File: config.mk
export PLATFORM = sky130hd
export DESIGN_NAME = input_event_scheduler
export DESIGN_NICKNAME = d
export VERILOG_FILES = /design/src/rtl/input_event_scheduler.sv
export SDC_FILE = /design/constraint.sdc
export NUM_CORES = 1
export LEC_CHECK = 0
export CAP_MARGIN = 20
export CORE_ASPECT_RATIO = 0.9
export CORE_MARGIN = 2
export CORE_UTILIZATION = 50
export CTS_CLUSTER_DIAMETER = 200
export CTS_CLUSTER_SIZE = 24
export DETAILED_ROUTE_END_ITERATION = 16
export PLACE_DENSITY_LB_ADDON = 0.3
export SYNTH_ARGS = -nofsm -noshare
export SYNTH_HDL_FRONTEND = slang
export SYNTH_SLANG_ARGS = --single-unit
File: constraint.sdc
create_clock -name clk -period 10 [get_ports clk]
set_clock_uncertainty 0.15 [all_clocks]
set_input_delay 1.5 -clock clk [delete_from_list [all_inputs] [get_ports clk]]
set_output_delay 1.5 -clock clk [all_outputs]
set_load 0.01 [all_outputs]
File: src/rtl/input_event_scheduler.sv
// -----------------------------------------------------------------------------
// input_event_scheduler
//
// Converts the level-based button vector from the gamepad decoder into a
// stream of discrete key events. Each new press becomes one pending event.
// Buttons in REPEAT_MASK also generate typematic auto-repeat: the first repeat
// comes DELAY ticks after the press and later ones every RATE ticks. Pending
// events are taken round-robin into a registered output slot that is read
// through a valid/ready handshake.
//
// Ports:
//   clk          system clock
//   rst          synchronous reset, active-high
//   buttons      current button levels, 1 = pressed
//   flush        discard all pending and held events (synchronous)
//   event_ready  consumer accepts the current event
//   event_valid  an event is presented on event_code
//   event_code   index of the button for the presented event
//   overrun      one-cycle pulse when an event merges into a pending bit
// -----------------------------------------------------------------------------
module input_event_scheduler #(
  parameter int unsigned    N           = 24,
  parameter int unsigned    TICK_DIV    = 25000,
  parameter int unsigned    DELAY       = 400,
  parameter int unsigned    RATE        = 100,
  parameter logic [N-1:0]   REPEAT_MASK = 24'h0F0000
) (
  input  logic         clk,
  input  logic         rst,
  input  logic [N-1:0] buttons,
  input  logic         flush,
  input  logic         event_ready,
  output logic         event_valid,
  output logic [4:0]   event_code,
  output logic         overrun
);

  localparam int unsigned CW = (TICK_DIV > 1) ? $clog2(TICK_DIV) : 1;

  typedef enum logic [1:0] {S_IDLE, S_DELAY, S_REPEAT} rep_state_e;

  logic [CW-1:0] presc_q;
  logic          tick;

  logic [N-1:0]  prev_q;
  logic [N-1:0]  pending_q;
  logic [N-1:0]  pending_d;
  logic [N-1:0]  press;
  logic [N-1:0]  rep_press;
  logic [N-1:0]  set_vec;
  logic [N-1:0]  clr_vec;

  rep_state_e    state_q;
  logic [4:0]    rk_q;
  logic [4:0]    rk_new;
  logic [15:0]   timer_q;
  logic          tracking;
  logic          fire;

  logic [4:0]    ptr_q;
  logic [4:0]    ptr_d;
  logic [4:0]    sel;
  logic [5:0]    idx;
  logic          found;
  logic          load;
  logic          merge;

  logic          valid_q;
  logic [4:0]    code_q;
  logic          overrun_q;

  // Repeat-tick prescaler: tick is high while the count sits at TICK_DIV-1.
  assign tick = (presc_q == CW'(TICK_DIV - 1));

  always_ff @(posedge clk) begin
    // NOTE: sequential state is written with <= so every register in this
    // design samples the pre-edge value of every other register.
    if (rst)       presc_q <= '0;
    else if (tick) presc_q <= '0;
    else           presc_q <= presc_q + 1'b1;
  end

  assign press     = buttons & ~prev_q;
  assign rep_press = press & REPEAT_MASK;

  // Lowest-index repeatable press becomes the tracked button.
  always_comb begin
    // NOTE: every variable written here gets a default first, so no path
    // leaves it holding its old value (which would infer a latch).
    rk_new = '0;
    for (int i = N - 1; i >= 0; i--) begin
      if (rep_press[i]) rk_new = 5'(i);
    end
  end

  assign tracking = (state_q != S_IDLE);

  // A new repeatable press or a release of the tracked key suppresses firing.
  assign fire = !flush && (rep_press == '0) && tracking && buttons[rk_q] &&
                tick && (timer_q == 16'd1);

  always_ff @(posedge clk) begin
    if (rst) begin
      state_q <= S_IDLE;
      rk_q    <= '0;
      timer_q <= '0;
    end else if (flush) begin
      state_q <= S_IDLE;
    end else if (rep_press != '0) begin
      rk_q    <= rk_new;
      timer_q <= 16'(DELAY);
      state_q <= S_DELAY;
    end else if (tracking) begin
      if (!buttons[rk_q]) begin
        state_q <= S_IDLE;
      end else if (tick) begin
        if (timer_q == 16'd1) begin
          timer_q <= 16'(RATE);
          state_q <= S_REPEAT;
        end else begin
          timer_q <= timer_q - 16'd1;
        end
      end
    end
  end

  // Round-robin search: first pending bit at or above ptr, wrapping at N-1.
  always_comb begin
    found = 1'b0;
    sel   = '0;
    idx   = '0;
    for (int k = 0; k < N; k++) begin
      idx = {1'b0, ptr_q} + 6'(k);
      if (idx >= 6'(N)) idx = idx - 6'(N);
      if (!found && pending_q[idx[4:0]]) begin
        found = 1'b1;
        sel   = idx[4:0];
      end
    end
  end

  // The slot reloads whenever it is empty or its event is being accepted.
  assign load = !valid_q || event_ready;

  always_comb begin
    clr_vec = '0;
    ptr_d   = ptr_q;
    if (load && found) begin
      clr_vec[sel] = 1'b1;
      ptr_d        = (sel == 5'(N - 1)) ? 5'd0 : sel + 5'd1;
    end
  end

  always_comb begin
    set_vec = press;
    if (fire) set_vec[rk_q] = 1'b1;
  end

  // Set wins over clear; a set onto a bit that stays pending is a merge.
  assign pending_d = (pending_q & ~clr_vec) | set_vec;
  assign merge     = |(set_vec & pending_q & ~clr_vec);

  always_ff @(posedge clk) begin
    if (rst) begin
      prev_q    <= '0;
      pending_q <= '0;
      ptr_q     <= '0;
      valid_q   <= 1'b0;
      code_q    <= '0;
      overrun_q <= 1'b0;
    end else begin
      // prev tracks buttons even during flush so held keys do not re-fire.
      prev_q <= buttons;
      if (flush) begin
        pending_q <= '0;
        valid_q   <= 1'b0;
        overrun_q <= 1'b0;
      end else begin
        pending_q <= pending_d;
        ptr_q     <= ptr_d;
        overrun_q <= merge;
        if (load) begin
          valid_q <= found;
          if (found) code_q <= sel;
        end
      end
    end
  end

  assign event_valid = valid_q;
  assign event_code  = code_q;
  assign overrun     = overrun_q;

endmodule

==> results.toml, run 1 <==
[synth]
synth.lib_cells_used.distinct = 106
ys.flop_type = "sky130_fd_sc_hd__dfxtp_1"
synthCells = 1343
postSynth.asyncResetShare_pct = 0
ys_warn_count = 0
yosys-top-cells-area = "sky130_fd_sc_hd__dfxtp_1 (18%), sky130_fd_sc_hd__mux4_2 (6.7%), sky130_fd_sc_hd__a21oi_1 (5.1%), sky130_fd_sc_hd__mux2i_1 (4.8%), sky130_fd_sc_hd__nor2_1 (4.7%)"
count_of_flip_flops_with_a_built_in_enable_after_synthesis = 0
synthesis.area_um2 = 10400
synth_fp_nets = 1405
synth.top_cell.area_share_pct = 18.4
netlist.top_cell.by_area = "sky130_fd_sc_hd__dfxtp_1"
yosys_register_bits = 96
syn_area_per_cell_um2 = 7.78
share_of_synthesized_area_occupied_by_flip_flops_and_latches_pct = 18.4

[floorplan]
floorplan.initialDensity_pct = 50.6
die_w_um = 156
design.die.area_um2 = 22100
fp.coreArea_um2 = 20600
die_height_um = 141
fp-row-count = 50
io_pins = 35

[place]
detailed_place_hpwl_um = 26900
port-buffer-count = 34
routabilityCongestion = 1.04

[worst_hold_path]
worst_hold_path.num_cells = 1
hold_path.class = "flop to flop"

[cts]
longest_clk_path_bufs = 2
postCtsHoldBufs = 0
cts_post_setup_buffers_inserted = 0
tritoncts.num_buffers = 9
clkLatencyLatePin_ns = 0.36
cts.repair.resized = 0
clock_tree.root_cell = "sky130_fd_sc_hd__clkbuf_16"
cts.clk_slew.worst_paths_ns = 0.07
cts_tree = "yes"
num_clock_sinks = 96
level_count_of_the_clock_h_tree = 3

[detailed_routing]
drc_errors = 0
dr.max_layer_used = "met4"
drt-vias-per-instance = 6.76
routedLengthMet1_um = 15300
routed_wirelength_um = 35000
antenna_left = 0
detail_route.iter0.violations = 1388
met3_length_um = 3830
detail_route.wl_per_cell_um = 22.1
met2_wl_um = 14700
vias = 10713
first_drt_pass_iteration_count = 6

[sta]
max_slew.worst_pin.slew_ns = 0.989
fmax_ghz = 0.125
finalSetupTns_ns = 0
drv_slew = 0
worst_slew_margin_rel_pct = 33.7
final_period_minus_worst_setup_slack_ns = 7.98
min_period_over_period_pct = 79.8
final-setup-viol-count = 0
rsz0062_at_grt = "false"
final-hold-violation-count = 0

[layout]
drive_gt1_share_pct = 9.81
antenna_cells = 0
most-common-layout-cells = "sky130_fd_sc_hd__nor2_1 (131), sky130_fd_sc_hd__a21oi_1 (107), sky130_fd_sc_hd__nand2_1 (104)"
finalNetCount = 1382
mostFrequentLayoutCell = "sky130_fd_sc_hd__nor2_1"
area_growth_pct = 5.99
final_core_util_pct = 53.6

[critical_path]
crit_fanout = 24
timing.critical_path.to_type = "flop"
setup.worst_path.start_class = "flop"
cp_data_arrival_time_ns = 8.04
r2r.worst_path.cells = 24
crit_type = "flop to flop"
critPathRequiredTime_ns = 10.06

[global_routing]
grt_max_degree = 51
grt_first_pass_wirelength_um = 54500
grt_antenna_before_repair = 0
globalRouteTotalUtil_pct = 31.5
first_global_vias = 9607
globalRoute.totalOverflow = 0

[pwr]
powerDensity_nw_per_um2 = 309
p_total_w = 0.00343
irDropWorstVdd_mv = 0.199
static-leakage-power_nw = 4.09

[outcome]
run_status = "finished clean"

[run]
max_cap_violations = 0
## cells by family after synthesis
kind of cell               count (synthesis)  share of synthesized area, %
DFF                                       96                          18.4
buffers and inverters                    126                          5.64
and+or+nand+nor                          547                          28.1
xor gates and xnor gates                  46                          4.18
AOI/OAI and AO/OA                        393                          25.8
muxes                                    101                          13.8
adders and majority gates                 34                          4.07
## report_power, final
part / internal (W) / switching, W
clock: 0.000175 / 0.000158
combinational: 0.000917 / 0.00171
sequential: 0.000415 / 0.0000496
total: 0.00151 / 0.00192
## stage by stage
step	worst slack, ns	instances	hold WS [ns]	cell area [um2]
2_1_floorplan	2.91	1343	0.268	10400
3_3_place_gp	2.39	1569	0.280	10800
3_5_place_dp	2.22	1569	0.290	10800
4_1_cts	2.18	1585	0.300	11100
5_1_grt	1.53	1585	0.313	11100
6_report	2.02	1585	0.295	11100
## synthesized netlist by cell type, types with 12 or more instances
| cell type | instances |
|---|---|
| sky130_fd_sc_hd__nand2b_1 | 31 |
| sky130_fd_sc_hd__nand2_1 | 104 |
| sky130_fd_sc_hd__a211oi_1 | 23 |
| sky130_fd_sc_hd__mux2i_1 | 50 |
| sky130_fd_sc_hd__a31oi_1 | 13 |
| sky130_fd_sc_hd__and3_1 | 17 |
| sky130_fd_sc_hd__mux2_2 | 14 |
| sky130_fd_sc_hd__dfxtp_1 | 96 |
| sky130_fd_sc_hd__nand3_1 | 38 |
| sky130_fd_sc_hd__or2_2 | 12 |
| sky130_fd_sc_hd__ha_1 | 34 |
| sky130_fd_sc_hd__a21oi_1 | 107 |
| sky130_fd_sc_hd__o211ai_1 | 17 |
| sky130_fd_sc_hd__clkbuf_1 | 34 |
| sky130_fd_sc_hd__nor2b_1 | 54 |
| sky130_fd_sc_hd__xnor2_1 | 32 |
| sky130_fd_sc_hd__nor2_1 | 131 |
| sky130_fd_sc_hd__nor3_1 | 37 |
| sky130_fd_sc_hd__or3_1 | 17 |
| sky130_fd_sc_hd__o21a_1 | 12 |
| sky130_fd_sc_hd__o31ai_1 | 13 |
| sky130_fd_sc_hd__mux4_2 | 31 |
| sky130_fd_sc_hd__o21ai_0 | 62 |
| sky130_fd_sc_hd__buf_2 | 24 |
| sky130_fd_sc_hd__nor4_1 | 18 |
| sky130_fd_sc_hd__inv_1 | 44 |
| sky130_fd_sc_hd__nand4_1 | 15 |
## worst max-delay path, stage by stage (launching register included)
cell and delay, ns:
sky130_fd_sc_hd__dfxtp_2 0.70, sky130_fd_sc_hd__inv_1 0.29, sky130_fd_sc_hd__ha_1 0.41, sky130_fd_sc_hd__xnor2_2 0.39
sky130_fd_sc_hd__inv_1 0.21, sky130_fd_sc_hd__ha_1 0.27, sky130_fd_sc_hd__a221oi_1 0.64, sky130_fd_sc_hd__nor3b_1 0.34
sky130_fd_sc_hd__nor2_1 0.14, sky130_fd_sc_hd__a221oi_2 0.29, sky130_fd_sc_hd__nand4b_1 0.35, sky130_fd_sc_hd__or2_2 0.48
sky130_fd_sc_hd__nor4_1 0.45, sky130_fd_sc_hd__nand3b_1 0.20, sky130_fd_sc_hd__or4b_2 0.14, sky130_fd_sc_hd__o211ai_1 0.08
sky130_fd_sc_hd__a21oi_1 0.19, sky130_fd_sc_hd__o31ai_2 0.12, sky130_fd_sc_hd__inv_1 0.13, sky130_fd_sc_hd__ha_1 0.26
sky130_fd_sc_hd__nand3_1 0.31, sky130_fd_sc_hd__o2111a_1 0.34, sky130_fd_sc_hd__or4_1 0.49, sky130_fd_sc_hd__nor4_1 0.34
sky130_fd_sc_hd__a31oi_1 0.12
## area by class of cell
type	instances	area (um2)
fillers	2001	9570
clock inverters	6	57.6
multi-input cells	1121	7940
clock buffers	10	229
inverters	46	173
repair buffers	46	425
flip-flops and latches	96	1930
well taps	260	325
## worst paths after layout
path / start / end / slack (ns)
worst max-delay path: ptr_q[1]$_SDFFE_PP0P_ / overrun$_SDFF_PP0_ / 2.02
worst min-delay path: presc_q[0]$_SDFF_PP0_ / presc_q[0]$_SDFF_PP0_ / 0.29
worst max register to register: ptr_q[1]$_SDFFE_PP0P_ / overrun$_SDFF_PP0_ / 2.02
worst min register to register: presc_q[0]$_SDFF_PP0_ / presc_q[0]$_SDFF_PP0_ / 0.29
## layer usage
| metal | vias up | global-route usage [%] |
|---|---|---|
| met1 | 5094 | 45.5 |
| met4 | 0 | 10.6 |
| met5 | - | 0 |
| met2 | 572 | 46.4 |
| li1 | 4975 | - |
| met3 | 72 | 6.82 |
## flip-flops by register name, indices dropped and copies added, names as in the netlist
name         flops
event_code       5
event_valid      1
overrun          1
pending_q       24
presc_q         15
prev_q          24
ptr_q            5
rk_q             3
state_q          2
timer_q         16
Note: power is estimated with default switching activity, not from simulation.
==> run 2, diff against run 1 <==
Clock period 10 ns to 7.6 ns, I/O delays scaled along.
==> run 2 against run 1 <==
Core utilization increased by 1.7 points. Critical path depth decreased by 3. Global-route usage increased by 0.42 points. Fmax increased by 13%. Power increased by 39%. Worst hold slack improved by 0.0077 ns. Combinational power increased by 40%. Critical endpoint unchanged. Highest routed layer unchanged. Largest power group unchanged.
==> results.toml, run 2 (synthesized netlist as in run 1, its figures left out) <==
[layout]
mostFrequentLayoutCell = "sky130_fd_sc_hd__nor2_1"
area_growth_pct = 9.34
final_design_area_no_fill_um2 = 11400
drive_gt1_share_pct = 12.7
fin_cells = 1625
most-common-layout-cells = "sky130_fd_sc_hd__nor2_1 (131), sky130_fd_sc_hd__a21oi_1 (106), sky130_fd_sc_hd__nand2_1 (104)"
finalNetCount = 1422
reg.largest.list = "pending_q (24), prev_q (24), timer_q (16)"
antenna_cells = 0

[sta]
final_period_minus_worst_setup_slack_ns = 7.08
final-setup-viol-count = 0
finalSetupTns_ns = 0
max_slew.worst_pin.slew_ns = 0.994
drv_slew = 0
fmax_ghz = 0.141
rsz0062_at_grt = "false"
fin_ws_ns = 0.521
min_period_over_period_pct = 93.2
worst_slew_margin_rel_pct = 32.9
final-hold-violation-count = 0

[detailed_routing]
drt-vias-per-instance = 6.67
drc_errors = 0
routed_wirelength_um = 35400
detail_route.iter0.violations = 1279
detail_route.wl_per_cell_um = 21.8
antenna_left = 0
first_drt_pass_iteration_count = 5
vias = 10834

[place]
detailed_place_hpwl_um = 27300
dpl.cell_count = 1609
detailed_place.area_um2 = 11100
dpl_worst_slack_ns = 0.446
routabilityCongestion = 1.02
port-buffer-count = 34

[critical_path]
crit_fanout = 28
cp_data_arrival_time_ns = 7.15
critPathRequiredTime_ns = 7.67
crit_type = "flop to flop"
setup.worst_path.start_class = "flop"
r2r_setup_slack_ns = 0.52
timing.critical_path.to_type = "flop"
r2r.worst_path.cells = 21
critical_path.startpoint = "ptr_q[1]$_SDFFE_PP0P_"
worst_r2r_start = "ptr_q[1]$_SDFFE_PP0P_"
setup.worst_path.end = "overrun$_SDFF_PP0_"
regToRegEndpoint = "overrun$_SDFF_PP0_"

[global_routing]
globalRoute.totalOverflow = 0
first_global_vias = 9939
globalRouteTotalUtil_pct = 31.9
grt_max_degree = 48
grt_first_pass_wirelength_um = 55600
grt_antenna_before_repair = 0

[cts]
clkLatencyLatePin_ns = 0.36
cts.clk_slew.worst_paths_ns = 0.08
cts_post_setup_buffers_inserted = 0
cts_tree = "yes"
longest_clk_path_bufs = 2
clock_tree.root_cell = "sky130_fd_sc_hd__clkbuf_16"
level_count_of_the_clock_h_tree = 3
num_clock_sinks = 96
tritoncts.num_buffers = 9

[floorplan]
die_w_um = 156
design.die.area_um2 = 22100
io_pins = 35
floorplan.initialDensity_pct = 50.6
fp.coreArea_um2 = 20600
fp-row-count = 50
die_height_um = 141

[pwr]
static-leakage-power_nw = 4.30
powerDensity_nw_per_um2 = 418
irDropWorstVdd_mv = 0.247

[worst_hold_path]
hold_path.class = "flop to flop"

[outcome]
run_status = "finished clean"

[run]
max_cap_violations = 0
## run 2: timing repair
| item | CTS | global route |
|---|---|---|
| endpoints found under the hold margin | 0 | 0 |
| resized for setup | 0 | 3 |
| hold buffers | 0 | 0 |
| endpoints found under the setup margin | 0 | 1 |
## run 2: routing by layer
layer	GRT usage, %	share of wire (%)	up-vias
li1	-	-	5050
met1	44.0	43	5079
met2	47.8	42	605
met3	7.72	11	100
met4	13.2	4.1	0
met5	0	0	-
## run 2: cell type report
type	count	area [um2]
clock buffer	9	225
tap	260	325
timing repair buffer	86	726
clock inverter	7	96.3
fill	1977	9220
multi-input combinational	1121	7950
sequential	96	1930
inverter	46	173
## run 2: worst max-delay path, stage by stage, from the launching register on
cell and delay [ns]:
sky130_fd_sc_hd__dfxtp_2 0.40, sky130_fd_sc_hd__inv_1 0.20, sky130_fd_sc_hd__ha_1 0.47, sky130_fd_sc_hd__buf_4 0.42
sky130_fd_sc_hd__mux4_2 0.41, sky130_fd_sc_hd__mux2i_1 0.41, sky130_fd_sc_hd__or3_1 0.31, sky130_fd_sc_hd__and3_1 0.25
sky130_fd_sc_hd__nand4_4 0.19, sky130_fd_sc_hd__or4b_4 0.64, sky130_fd_sc_hd__nor3b_2 0.29, sky130_fd_sc_hd__a21boi_0 0.16
sky130_fd_sc_hd__or4_1 0.53, sky130_fd_sc_hd__o211ai_1 0.10, sky130_fd_sc_hd__a21oi_1 0.10, sky130_fd_sc_hd__o31ai_2 0.39
sky130_fd_sc_hd__ha_1 0.23, sky130_fd_sc_hd__nand3_1 0.29, sky130_fd_sc_hd__o211a_1 0.33, sky130_fd_sc_hd__a2111oi_0 0.37
sky130_fd_sc_hd__o211a_1 0.21, sky130_fd_sc_hd__a31oi_1 0.07
## run 2: worst min-delay path by stage
stage,depth (start not counted),end,startpoint
3_5_place_dp,1,presc_q[0]$_SDFF_PP0_,presc_q[0]$_SDFF_PP0_
2_1_floorplan,1,presc_q[0]$_SDFF_PP0_,presc_q[0]$_SDFF_PP0_
4_1_cts,1,presc_q[0]$_SDFF_PP0_,presc_q[0]$_SDFF_PP0_
5_1_grt,1,presc_q[0]$_SDFF_PP0_,presc_q[0]$_SDFF_PP0_
6_report,1,presc_q[0]$_SDFF_PP0_,presc_q[0]$_SDFF_PP0_
3_3_place_gp,1,presc_q[0]$_SDFF_PP0_,presc_q[0]$_SDFF_PP0_
## run 2: where the power goes
| group | total [W] | switching (W) | internal (W) |
|---|---|---|---|
| clock network | 0.000502 | 0.000236 | 0.000266 |
| logic | 0.00368 | 0.00232 | 0.00136 |
| registers | 0.000598 | 0.0000517 | 0.000546 |
## run 2: through the flow
stage | hold WS, ns | utilization [%] | total power [W]
after detailed placement | 0.291 | 53.7 | 0.00415
after global placement | 0.283 | 53.7 | 0.00412
final | 0.303 | 55.3 | 0.00478
after floorplan | 0.268 | - | 0.00315
after global routing | 0.326 | 55.3 | 0.00505
after CTS | 0.307 | 55.3 | 0.00466
